File: src/rtl/iq_power_feed_pkg.sv
// Shared types and constants for the I/Q power feeder.
// Imported by the top level and the squaring pipeline.
package iq_power_feed_pkg;

    typedef enum logic [2:0] {
        ST_IDLE,
        ST_CLEAR,
        ST_RUN,
        ST_DRAIN,
        ST_DONE
    } fsm_e;

    localparam int CLEAR_CYCLES = 2;
    localparam int PIPE_LAT     = 3;
    localparam int STATE_W      = 5;
    localparam int SQ_W         = 32;

endpackage

File: src/rtl/iq_sq_pipe.sv
// Three-stage I^2+Q^2 datapath: register, square, sum.
// A valid shift register tracks samples through the stages.
module iq_sq_pipe
    import iq_power_feed_pkg::*;
#(
    parameter int DW = 16
) (
    input  logic                 clk,
    input  logic                 rst,
    input  logic                 v_i,
    input  logic signed [DW-1:0] i_i,
    input  logic signed [DW-1:0] q_i,
    output logic [SQ_W-1:0]      sq_o,
    output logic                 en_o
);

    logic [PIPE_LAT-1:0]     v_q;
    logic signed [DW-1:0]    i1_q;
    logic signed [DW-1:0]    q1_q;
    logic signed [SQ_W-1:0]  ie;
    logic signed [SQ_W-1:0]  qe;
    logic signed [SQ_W-1:0]  pi_q;
    logic signed [SQ_W-1:0]  pq_q;
    logic [SQ_W-1:0]         sq_q;
    logic [SQ_W-1:0]         sq_d;

    // Sign-extend before multiplying; each square is at most 2^30.
    assign ie = SQ_W'(i1_q);
    assign qe = SQ_W'(q1_q);

    assign sq_d = v_q[1] ? ($unsigned(pi_q) + $unsigned(pq_q)) : sq_q;

    always_ff @(posedge clk) begin
        if (rst) begin
            v_q  <= '0;
            i1_q <= '0;
            q1_q <= '0;
            pi_q <= '0;
            pq_q <= '0;
            sq_q <= '0;
        end else begin
            v_q  <= {v_q[PIPE_LAT-2:0], v_i};
            sq_q <= sq_d;
            if (v_i) begin
                i1_q <= i_i;
                q1_q <= q_i;
            end
            if (v_q[0]) begin
                pi_q <= ie * ie;
                pq_q <= qe * qe;
            end
        end
    end

    assign sq_o = sq_q;
    assign en_o = v_q[PIPE_LAT-1];

endmodule

File: src/rtl/iq_power_feed.sv
// Window sequencer and sample handshake feeding the power accumulator.
// Each window delivers exactly WIN_LEN squared samples.
module iq_power_feed
    import iq_power_feed_pkg::*;
#(
    parameter int WIN_LEN = 16,
    parameter int DW      = 16
) (
    input  logic                 clk,
    input  logic                 rst,
    input  logic                 run_i,
    input  logic                 in_valid_i,
    output logic                 in_ready_o,
    input  logic signed [DW-1:0] i_i,
    input  logic signed [DW-1:0] q_i,
    output logic [SQ_W-1:0]      sq_o,
    output logic                 sq_en_o,
    output logic [STATE_W-1:0]   state_o,
    output logic                 win_done_o,
    output logic                 busy_o
);

    localparam logic [STATE_W-1:0] WL    = STATE_W'(WIN_LEN);
    localparam logic [STATE_W-1:0] WL_P1 = STATE_W'(WIN_LEN + 1);
    localparam logic [STATE_W-1:0] ONE   = STATE_W'(1);
    localparam logic [1:0]         CL_LAST = 2'(CLEAR_CYCLES - 1);

    fsm_e               fsm_q;
    logic [STATE_W-1:0] in_cnt_q;
    logic [STATE_W-1:0] out_cnt_q;
    logic [STATE_W-1:0] out_cnt_d;
    logic [STATE_W-1:0] state_q;
    logic [1:0]         clr_q;
    logic               acc_d_q;
    logic               done_q;
    logic               accept;
    logic               sq_en;

    // A one-cycle gap after each accept lets the accumulator commit.
    assign in_ready_o = (fsm_q == ST_RUN) && (in_cnt_q < WL) && !acc_d_q;
    assign accept     = in_valid_i && in_ready_o;
    assign out_cnt_d  = out_cnt_q + (sq_en ? ONE : '0);

    always_ff @(posedge clk) begin
        if (rst) begin
            fsm_q     <= ST_IDLE;
            in_cnt_q  <= '0;
            out_cnt_q <= '0;
            state_q   <= '0;
            clr_q     <= '0;
            acc_d_q   <= 1'b0;
            done_q    <= 1'b0;
        end else begin
            acc_d_q <= accept;
            done_q  <= 1'b0;
            if (accept) in_cnt_q <= in_cnt_q + ONE;
            if (sq_en) out_cnt_q <= out_cnt_d;
            unique case (fsm_q)
                ST_IDLE: begin
                    state_q <= '0;
                    clr_q   <= '0;
                    if (run_i) fsm_q <= ST_CLEAR;
                end
                ST_CLEAR: begin
                    in_cnt_q  <= '0;
                    out_cnt_q <= '0;
                    acc_d_q   <= 1'b0;
                    state_q   <= '0;
                    if (clr_q == CL_LAST) begin
                        fsm_q   <= ST_RUN;
                        state_q <= ONE;
                    end else begin
                        clr_q <= clr_q + 2'd1;
                    end
                end
                ST_RUN: begin
                    state_q <= out_cnt_d + ONE;
                    if (in_cnt_q == WL) fsm_q <= ST_DRAIN;
                end
                ST_DRAIN: begin
                    state_q <= out_cnt_d + ONE;
                    if (out_cnt_q == WL) begin
                        fsm_q   <= ST_DONE;
                        done_q  <= 1'b1;
                        state_q <= WL_P1;
                    end
                end
                ST_DONE: begin
                    state_q <= '0;
                    clr_q   <= '0;
                    fsm_q   <= run_i ? ST_CLEAR : ST_IDLE;
                end
                default: fsm_q <= ST_IDLE;
            endcase
        end
    end

    iq_sq_pipe #(.DW(DW)) u_pipe (
        .clk  (clk),
        .rst  (rst),
        .v_i  (accept),
        .i_i  (i_i),
        .q_i  (q_i),
        .sq_o (sq_o),
        .en_o (sq_en)
    );

    assign sq_en_o    = sq_en;
    assign state_o    = state_q;
    assign win_done_o = done_q;
    assign busy_o     = (fsm_q != ST_IDLE);

endmodule

File: config.mk
export PLATFORM = sky130hd
export DESIGN_NAME = iq_power_feed
export DESIGN_NICKNAME = d
export VERILOG_FILES = /design/src/rtl/iq_power_feed_pkg.sv /design/src/rtl/iq_sq_pipe.sv /design/src/rtl/iq_power_feed.sv
export SDC_FILE = /design/constraint.sdc
export NUM_CORES = 1
export LEC_CHECK = 0
export ABC_AREA = 1
export CAP_MARGIN = 5
export CORE_MARGIN = 2
export CORE_UTILIZATION = 44
export CTS_BUF_LIST = sky130_fd_sc_hd__clkbuf_8
export CTS_CLUSTER_SIZE = 14
export DETAILED_ROUTE_END_ITERATION = 12
export PLACE_DENSITY = 0.59
export SYNTH_ARGS = -nofsm -noshare
export SYNTH_HDL_FRONTEND = slang
export SYNTH_SLANG_ARGS = --single-unit
File: constraint.sdc
create_clock -name clk -period 10.5 [get_ports clk]
set_input_delay 1.575 -clock clk [delete_from_list [all_inputs] [get_ports clk]]
set_output_delay 1.575 -clock clk [all_outputs]
set_load 0.05 [all_outputs]
==> impl_metrics.json <==
{
  "row_count": 91,
  "post_cts_resized": 0,
  "yosysUniqueCellTypes": 41,
  "dieWidth_um": 253,
  "synthTopCellsByArea": "fa_1 34%, inv_1 14%, nand2_1 12%",
  "drive_above_1_share_pct": 1.59,
  "start_kind": "register",
  "ys_ff_latch": 151,
  "final-setup-viol-count": 0,
  "insertion_delay_ns": 0.57,
  "initial_core_util_pct": 44.4,
  "worstReg2RegEnd": "u_pipe.pq_q[30]$_SDFFE_PP0P_",
  "critPathRequiredTime_ns": 10.97,
  "async_flop_share_pct": 0,
  "wl_um": 65800,
  "min_path_type": "reg -> reg",
  "crit_type": "reg -> reg",
  "area_growth_pct": 6.86,
  "io_pins": 77,
  "core_um2": 61600,
  "slew_headroom_pct": 35.0,
  "powerDensity_nw_per_um2": 98.1,
  "p_leak_uw": 0.0171,
  "nNetsFinal": 4491,
  "antenna_cells": 0,
  "dieHeight_um": 253,
  "place_congestion": 0.922,
  "worstPathMaxFanout": 22,
  "final_common_cell": "inv_1",
  "crit_end": "u_pipe.pq_q[30]$_SDFFE_PP0P_",
  "hpwl_um": 55500,
  "clock_path_buffers": 2,
  "via_per_inst": 4.72,
  "critPathArrivalTime_ns": 6.83,
  "period_share_pct": 60.6,
  "syn_nets": 4496,
  "max_freq_mhz": 157,
  "hold_slack_ns": 0.471,
  "num_vias": 21811,
  "cts_buffers": 17,
  "maxSlewViolCount": 0,
  "clock_sinks": 151,
  "die_area_um2": 64200,
  "cts_setup_buffers": 0,
  "grt_max_degree": 94,
  "cts_hold_buf": 0,
  "antenna_left": 0,
  "r2r_cells": 21,
  "reg2reg_setup_slack_ns": 4.14,
  "tightestPinTransition_ns": 0.973,
  "antenna_found_initial": 2,
  "skew_ns": 0.0235,
  "cap_viol_max_count": 0,
  "yosys_warnings": 0,
  "endpoint_kind": "register",
  "remaining_drc_errors": 0,
  "cts_tree": "built",
  "r2r-start": "u_pipe.q1_q[15]$_SDFFE_PP0P_",
  "netlist_area_um2": 27400,
  "grt_pass1_wl_um": 113000,
  "grtUsageTotal_pct": 22.1,
  "rsz0062_at_grt": "no",
  "avgSynthCellArea_um2": 7.26,
  "dominantRegCellSynth": "dfxtp_1",
  "peakVddDrop_uv": 103,
  "synth_cells": 3773,
  "startpoint": "u_pipe.q1_q[15]$_SDFFE_PP0P_",
  "synth_edf_count": 0,
  "grt_overflow": 0,
  "period_needed_ns": 6.36,
  "synthDominantCellAreaShare_pct": 34.4,
  "drtIter0Drc": 1102,
  "final-hold-violation-count": 0,
  "final.setup.tns_ns": 0,
  "run_status": "complete, no violations",
  "utilization_pct": 47.5,
  "drtPass1Iterations": 6,
  "synth_top_cell_by_area": "fa_1",
  "clkTransAtPathRegs_ns": 0.12,
  "final_cell_mix": "1041 x inv_1, 849 x nand2_1, 470 x fa_1",
  "cts-root-buf": "clkbuf_8",
  "wl_per_cell_um": 14.2,
  "seq_area_frac_synth_pct": 11.0,
  "io_buffers": 76,
  "grt_pass1_vias": 22657,
  "htree_levels": 4
}
==> sequential cells by signal, summed over array words and instances, names as in the netlist <==
| name | count |
|---|---|
| u_pipe.sq_o | 32 |
| u_pipe.pi_q | 31 |
| u_pipe.pq_q | 31 |
| u_pipe.i1_q | 16 |
| u_pipe.q1_q | 16 |
| in_cnt_q | 5 |
| out_cnt_q | 5 |
| state_o | 5 |
| fsm_q | 3 |
| u_pipe.v_q | 3 |
| clr_q | 2 |
| acc_d_q | 1 |
| win_done_o | 1 |
==> cells in the mapped netlist (2+ instances only) <==
master / n
a211oi_1: 3
buf_2: 3
buf_1: 10
a21o_1: 8
o21a_1: 4
o211ai_1: 4
o21ai_0: 77
a31oi_1: 2
fa_1: 470
or2_2: 6
o21bai_1: 17
xor2_1: 49
a31o_2: 3
and2_1: 2
nand3b_1: 3
nor2_2: 2
dfxtp_1: 151
a21oi_1: 122
clkbuf_1: 92
o21ai_1: 36
inv_2: 4
clkinv_1: 2
nor2_1: 340
nor3_1: 25
nand2_2: 2
nand3_1: 161
ha_1: 217
nand4_1: 38
xnor2_1: 20
inv_1: 1041
nand2_1: 849
==> layout make-up <==
| cell class | instances | area, µm² |
|---|---|---|
| fill | 6384 | 32300 |
| inverter | 1048 | 3940 |
| sequential | 151 | 3030 |
| multi-input combinational | 2469 | 20000 |
| clock buffer | 17 | 234 |
| clock inverter | 15 | 200 |
| timing repair buffer | 81 | 793 |
| tap | 837 | 1050 |
==> worst min path at each step <==
stage	startpoint	endpoint	slack [ns]	cells after the start
global route	state_o[4]$_SDFFE_PP0P_	state_o[4]$_SDFFE_PP0P_	0.50	2
global placement	state_o[3]$_SDFFE_PP0P_	state_o[3]$_SDFFE_PP0P_	0.45	2
floorplan	u_pipe.pi_q[2]$_SDFFE_PP0P_	u_pipe.pi_q[2]$_SDFFE_PP0P_	0.45	2
detailed placement	state_o[3]$_SDFFE_PP0P_	state_o[3]$_SDFFE_PP0P_	0.45	2
CTS	state_o[3]$_SDFFE_PP0P_	state_o[3]$_SDFFE_PP0P_	0.47	2
finish	state_o[2]$_SDFFE_PP0P_	state_o[2]$_SDFFE_PP0P_	0.47	2
==> where the power goes <==
group	internal, µW	switching (µW)	leakage (µW)
logic	572	947	0.0157
registers	638	186	0.00122
clock network	206	320	0.000210
total	1420	1450	0.0171
==> per-layer routing <==
layer,global-route usage (%),routed length (µm),vias to the layer above
li1,-,-,11050
met1,30.0,31500,10320
met2,37.6,30700,370
met3,2.70,2290,71
met4,5.44,1310,0
met5,0,0,-
==> stage by stage <==
| step | std cells | area [µm²] | setup slack, ns | total power, µW |
|---|---|---|---|---|
| 5_1_grt | 4618 | 29300 | 3.70 | 3170 |
| 4_1_cts | 4618 | 29300 | 4.13 | 2910 |
| 2_1_floorplan | 3773 | 27400 | 4.86 | 1910 |
| 3_3_place_gp | 4586 | 28800 | 4.09 | 2350 |
| 3_5_place_dp | 4586 | 28800 | 4.13 | 2370 |
| 6_report | 4618 | 29300 | 4.14 | 2870 |
==> critical path, stage by stage (launching register included) <==
cell	delay, ns
dfxtp_1	0.89
inv_1	0.50
or2_2	0.44
fa_1	0.56
fa_1	0.44
fa_1	0.51
inv_1	0.05
fa_1	0.50
inv_1	0.05
fa_1	0.47
inv_1	0.05
fa_1	0.44
ha_1	0.40
nand2_1	0.11
nor2_1	0.15
nand2_1	0.07
inv_1	0.09
nand3_1	0.16
nand3_1	0.13
nand2_1	0.05
nor2_1	0.14
nor2_1	0.05
==> cell families (layout without fill, tap and decap cells) <==
group,after synthesis,count (layout),share of synthesized area (%)
fa+ha+maj,687,687,44.3
compound gates,282,282,5.60
buf+inv,1153,1161,15.8
simple gates,1431,1431,21.0
xor+xnor,69,69,2.21
flops,151,151,11.0
(Power assumes the default switching activity.)
